==> config.mk <==
export PLATFORM = sky130hd
export DESIGN_NAME = rr_select_arbiter
export DESIGN_NICKNAME = d
export VERILOG_FILES = /design/src/rtl/rr_select_arbiter.sv
export SDC_FILE = /design/constraint.sdc
export NUM_CORES = 1
export LEC_CHECK = 0
export CAP_MARGIN = 40
export CORE_MARGIN = 8
export CORE_UTILIZATION = 51
export CTS_CLUSTER_DIAMETER = 40
export CTS_CLUSTER_SIZE = 30
export DETAILED_ROUTE_END_ITERATION = 8
export PLACE_DENSITY = 0.83
export SLEW_MARGIN = 20
export SYNTH_ARGS = -nofsm -noshare
export SYNTH_HDL_FRONTEND = slang
export SYNTH_SLANG_ARGS = --single-unit
==> constraint.sdc <==
create_clock -name clk -period 3.2 [get_ports clk]
set_input_delay 0.32 -clock clk [delete_from_list [all_inputs] [get_ports clk]]
set_output_delay 0.32 -clock clk [all_outputs]
set_load 0.1 [all_outputs]
==> src/rtl/rr_select_arbiter.sv <==
`default_nettype none
// ============================================================================
// Module   : rr_select_arbiter
// Brief    : 8-way round-robin arbiter driving a 3-to-8 enable decoder.
//            Registered select/enable; grant held until done or request drop;
//            one idle cycle between owners. Optional forced release after
//            MAX_HOLD cycles when RR_SELECT_ARBITER_TIMEOUT_EN is defined.
// Revision : 1.0 - initial release
// ============================================================================
module rr_select_arbiter #(
    parameter int MAX_HOLD = 16,
    parameter int CNT_W    = $clog2(MAX_HOLD + 1)
) (
    input  logic       clk,
    input  logic       rst_n,
    input  logic [7:0] req,
    input  logic       done,
    output logic [2:0] select,
    output logic       enable,
    output logic       timeout
);

    localparam logic [0:0] c_IDLE  = 1'b0;
    localparam logic [0:0] c_GRANT = 1'b1;

    logic [0:0] r_state;
    logic [0:0] w_state_nxt;
    logic [2:0] r_ptr;
    logic [2:0] w_ptr_nxt;
    logic [2:0] r_select;
    logic [2:0] w_select_nxt;
    logic       r_enable;
    logic       w_enable_nxt;
    logic       r_timeout;
    logic       w_timeout_nxt;

    logic       w_found;
    logic [2:0] w_idx;
    logic       w_release;
    logic       w_hold_expired;

    // Normal release: owner signals done or withdraws its request.
    assign w_release = done | ~req[r_select];

`ifdef RR_SELECT_ARBITER_TIMEOUT_EN
    logic [CNT_W-1:0] r_cnt;

    assign w_hold_expired = (r_cnt == CNT_W'(MAX_HOLD - 1));

    // Hold counter: cleared while idle so a new grant starts at zero,
    // counts each held cycle, never passes MAX_HOLD-1 (release fires there).
    always_ff @(posedge clk) begin
        if (!rst_n) begin
            r_cnt <= '0;
        end else if (r_state == c_IDLE) begin
            r_cnt <= '0;
        end else if (!w_release && !w_hold_expired) begin
            r_cnt <= r_cnt + 1'b1;
        end
    end
`else
    assign w_hold_expired = 1'b0;
`endif

    // Priority search: first set request at ptr, ptr+1, ... ptr+7 (mod 8).
    // Walking downward lets the smallest offset win the last assignment.
    always_comb begin
        w_found = 1'b0;
        w_idx   = r_ptr;
        for (int k = 7; k >= 0; k--) begin
            if (req[r_ptr + 3'(k)]) begin
                w_found = 1'b1;
                w_idx   = r_ptr + 3'(k);
            end
        end
    end

    // Next-state and next-output logic for the IDLE/GRANT controller.
    always_comb begin
        w_state_nxt   = r_state;
        w_ptr_nxt     = r_ptr;
        w_select_nxt  = r_select;
        w_enable_nxt  = r_enable;
        w_timeout_nxt = 1'b0;
        case (r_state)
            c_IDLE: begin
                w_enable_nxt = 1'b0;
                if (w_found) begin
                    w_state_nxt  = c_GRANT;
                    w_select_nxt = w_idx;
                    w_enable_nxt = 1'b1;
                    w_ptr_nxt    = w_idx + 3'd1;
                end
            end
            c_GRANT: begin
                if (w_release || w_hold_expired) begin
                    w_state_nxt   = c_IDLE;
                    w_enable_nxt  = 1'b0;
                    // A normal release in the same cycle is not a timeout.
                    w_timeout_nxt = w_hold_expired & ~w_release;
                end
            end
            default: begin
                w_state_nxt  = c_IDLE;
                w_enable_nxt = 1'b0;
            end
        endcase
    end

    // State and output registers with synchronous active-low reset.
    always_ff @(posedge clk) begin
        if (!rst_n) begin
            r_state   <= c_IDLE;
            r_ptr     <= 3'd0;
            r_select  <= 3'd0;
            r_enable  <= 1'b0;
            r_timeout <= 1'b0;
        end else begin
            r_state   <= w_state_nxt;
            r_ptr     <= w_ptr_nxt;
            r_select  <= w_select_nxt;
            r_enable  <= w_enable_nxt;
            r_timeout <= w_timeout_nxt;
        end
    end

    assign select  = r_select;
    assign enable  = r_enable;
    assign timeout = r_timeout;

endmodule
`default_nettype wire

==> key figures <==
Logic synthesis
  – Average instance area after synthesis: 8.54 sq um
  – Largest area contributor in the netlist: mux4_2
  – Cell Area, Synth: 0.00132 sq mm
  – Top cell type's share of synthesized area: 18.8%
  – Share of the yosys chip area belonging to registers: 12.2%
  – Asr flop ratio synth: 0%
  – Number of distinct library cells after synthesis: 47
  – Cell with the most instances after synthesis: nor2_1
  – Number of standard cells after synthesis: 154
  – Post-synthesis net count: 168
  – Number of warnings printed during yosys synthesis: 0
  – Most used standard cells in the synthesized netlist: nor2_1 (17), nand2_1 (13), mux2i_1 (12), mux4_2 (11)
  – Number of storage elements in the synthesis netlist: 8
  – Most frequently used flop master after synthesis: dfxtp_1
  – Number of flops mapped to enable cells by yosys: 0
  – Largest cells by area after synthesis: mux4_2 (19%), dfxtp_1 (12%), mux2i_1 (9.1%), nor2_1 (4.9%), mux2_2 (4.3%)

STA
  – Final Hold Vio Count: 0
  – Final number of max-transition violations: 0
  – Portion of the clock cycle consumed by the worst path in the final layout: 95.5%
  – Shortest period the worst path allows: 3.06 ns
  – Count of final setup violators: 0
  – TNS Setup: 0 ns
  – Relative slew slack: 54.9%
  – Peak Freq: 327 MHz
  – Worst-margin pin slew: 0.675 ns
  – Largest clock skew in the final design: 0.0121 ns

Worst hold path
  – Hold worst-path end: enable
  – Worst Hold Launch: enable
  – Instance count along the most critical hold path: 1
  – Kind of path behind the tightest hold check: reg2reg

Setup path
  – Critical path's top delay family: compound AO/OA/AOI/OAI gates
  – Data required time of the worst path: 3.40 ns
  – Reg2Reg Depth: 13
  – Endpoint class of the critical path: flop
  – Number of buffers and inverters on the critical path: 1
  – Reg2reg start: r_ptr[0]
  – Critical setup path kind: reg2reg
  – Reg-to-reg slack, setup: 0.14 ns
  – Delay of the slowest cell on the worst path: 0.41 ns
  – Critical-path cell list: buf_4, ha_1, xnor2_1, mux2_2, o21ai_0, nor2_1, o2111ai_2, o2111ai_2, nand2_1, ha_2, nand4_1, o22a_1, nand3_1
  – Category of the worst setup path launch point: flop
  – Maximum fanout count along the critical path: 19
  – Arrival time of data at the critical path endpoint: 3.26 ns
  – Reg-to-reg critical path endpoint: r_ptr[2]
  – Cell with the biggest individual delay on the critical path: mux2_2
  – Crit-path most repeated cell: o2111ai_2

Finish
  – # diodes: 0
  – Fillers: 185
  – Area growth from synthesis to final layout: 24.7%
  – Ratio of cells with drive above 1 in the final layout: 25.1%
  – Net count reported at finish: 191

Die
  – Floorplan die height: 66.8 microns
  – Die Wd: 66.8 microns
  – Placeable Area: 0.00245 sq mm
  – Die area: 0.00446 sq mm
  – Number of placement rows: 18
  – Number of top-level pins: 16
  – Initial core utilization: 53.6%

Global route
  – Largest net degree at the start of global routing: 20
  – Overall global routing resource usage: 17.8%
  – First-pass GRT wire length: 6310 microns
  – Number of antenna violations at the first check in global routing: 0
  – Remaining global-route overflow: 0
  – Via count of the first global-routing pass: 1256

CTS
  – Clock tree from TritonCTS: yes
  – Sink count of the clock tree: 8
  – Latest clock arrival within the worst-skew pair: 0.26 ns
  – Total of hold buffers inserted after clock tree synthesis: 0
  – H-tree level count: 1
  – Total CTS buffers: 3
  – Root buffer cell: clkbuf_4
  – Clock-pin slew reported for the worst setup and hold paths after clock tree synthesis: 0.06 ns
  – Buffer levels on the longest clock path: 2

Placement
  – Detail Placement HPWL: 2840 microns
  – Count of input and output buffers: 14
  – Routability congestion estimate from global placement: 0.903

Pwr
  – Switching part of the total power: 51.6%
  – Sw Pwr: 902 uW
  – Clk network pwr share: 4.6%
  – Power Internal: 846 uW
  – Areal power density over the cells: 1070 mW/mm^2
  – PnR Total Power: 1.75 mW
  – Sequential fraction of design power: 9.8%
  – Combinational group share of total power: 85.6%
  – Max rail drop VDD: 1.04 mV
  – Leakage: 0.595 nW

Run
  – Number of max-cap violations: 0

Drt
  – Total wirelength of the detailed-routed design: 4040 microns
  – Routed len/inst: 19.7 microns
  – Vias after detailed routing: 1416
  – First DRT Iteration DRCs: 103
  – Drc violations: 0
  – Post-route ant nets: 0
  – Drt pass-1 iters: 7
  – Post-DR vias/cell: 6.91

Status
  – Outcome: complete, no violations
## layer usage
layer  track usage, %  vias to the layer above  wire (microns)  share of wire, %
met2             27.0                       96            1920                47
met4             6.67                        0             130               3.2
met3             2.35                       17             304               7.5
li1                 -                      638               -                 -
met5                0                        -               0                 0
met1             24.6                      665            1690                42
## timing repair
action | in CTS | in global routing
resized for setup | 0 | 7
endpoints found under the hold margin | 0 | 0
setup endpoints to repair | 0 | 2
buffers inserted | 0 | 3
## worst max path at each step
stage	from	to	slack, ns	cells after the start
6_report	r_ptr[0]	r_ptr[2]	0.14	13
4_1_cts	r_ptr[0]	r_ptr[2]	0.05	14
3_5_place_dp	req[4]	r_ptr[2]	0.0009	12
3_3_place_gp	req[4]	r_ptr[2]	0.11	12
5_1_grt	r_ptr[0]	r_ptr[2]	-0.05	13
2_1_floorplan	r_ptr[0]	r_ptr[2]	0.01	16
## worst register-to-register path, delay by kind of cell, from the launching register on
kind / cells / cell delay, ns
multiplexers: 1 / 0.41
flip-flops: 1 / 0.34
adder cells (fa/ha/maj): 2 / 0.59
AO/OA/AOI/OAI: 4 / 0.80
XOR/XNOR: 1 / 0.21
AND/OR/NAND/NOR: 4 / 0.38
buffers and inverters: 1 / 0.28
## cell usage in the layout, fill, tap and decap left out, drive strengths merged, types with 2 or more instances in the layout
cell	netlist	final
nand2b	3	3
mux2	5	5
clkdlybuf4s50	0	14
xnor2	4	4
buf	8	16
mux4	12	12
o22a	3	3
ha	3	3
dfxtp	8	8
inv	8	8
a32oi	2	2
o221ai	2	2
nor2	17	17
o21ai	5	5
mux2i	13	13
nand4	2	2
nand2	13	13
o211ai	2	2
o2111ai	3	3
nand3	7	7
a41oi	2	2
clkbuf	4	3
a21oi	8	8
## kinds of logic after synthesis
logic type	after synthesis	synth area share (%)
and+or+nand+nor	50	17.6
AOI/OAI and AO/OA	37	20.7
muxes	30	36.0
buffers and inverters	20	7.04
DFF	8	12.2
xor gates and xnor gates	5	3.33
adders and majority gates	3	2.85
other	1	0.285
## registers in the layout (all words and copies together) (netlist names)
| name | flops |
|---|---|
| enable | 1 |
| r_ptr | 3 |
| r_state | 1 |
| select | 3 |
## area by class of cell
class                           count  area, sq um  area share [%]
Timing Repair Buffer               30          294            17.9
Tap cell                           30         37.5            2.29
Multi-Input combinational cell    126         1100            66.8
Sequential cell                     8          160            9.76
Inverter                            8         30.0            1.83
Clock buffer                        3         22.5            1.37
## through the flow
step / utilization, % / setup slack [ns] / hold slack [ns] / instances / instance area (sq um)
final: 66.8 / 0.143 / 0.487 / 205 / 1640
after detailed placement: 63.5 / 0.000881 / 0.474 / 199 / 1560
after floorplan: - / 0.0148 / 0.521 / 154 / 1330
after global placement: 60.7 / 0.105 / 0.455 / 194 / 1490
after global routing: 66.8 / -0.0464 / 0.536 / 205 / 1640
after CTS: 64.4 / 0.0460 / 0.488 / 202 / 1580
## power by group through the flow
stage | Clock, mW | Combinational [mW] | Sequential (mW)
after floorplan | 0 | 0.931 | 0.252
after global placement | 0 | 1.24 | 0.167
after detailed placement | 0 | 1.33 | 0.169
after CTS | 0.0802 | 1.34 | 0.168
after global routing | 0.0864 | 1.60 | 0.174
final | 0.0796 | 1.50 | 0.171
(Power assumes the default switching activity.)
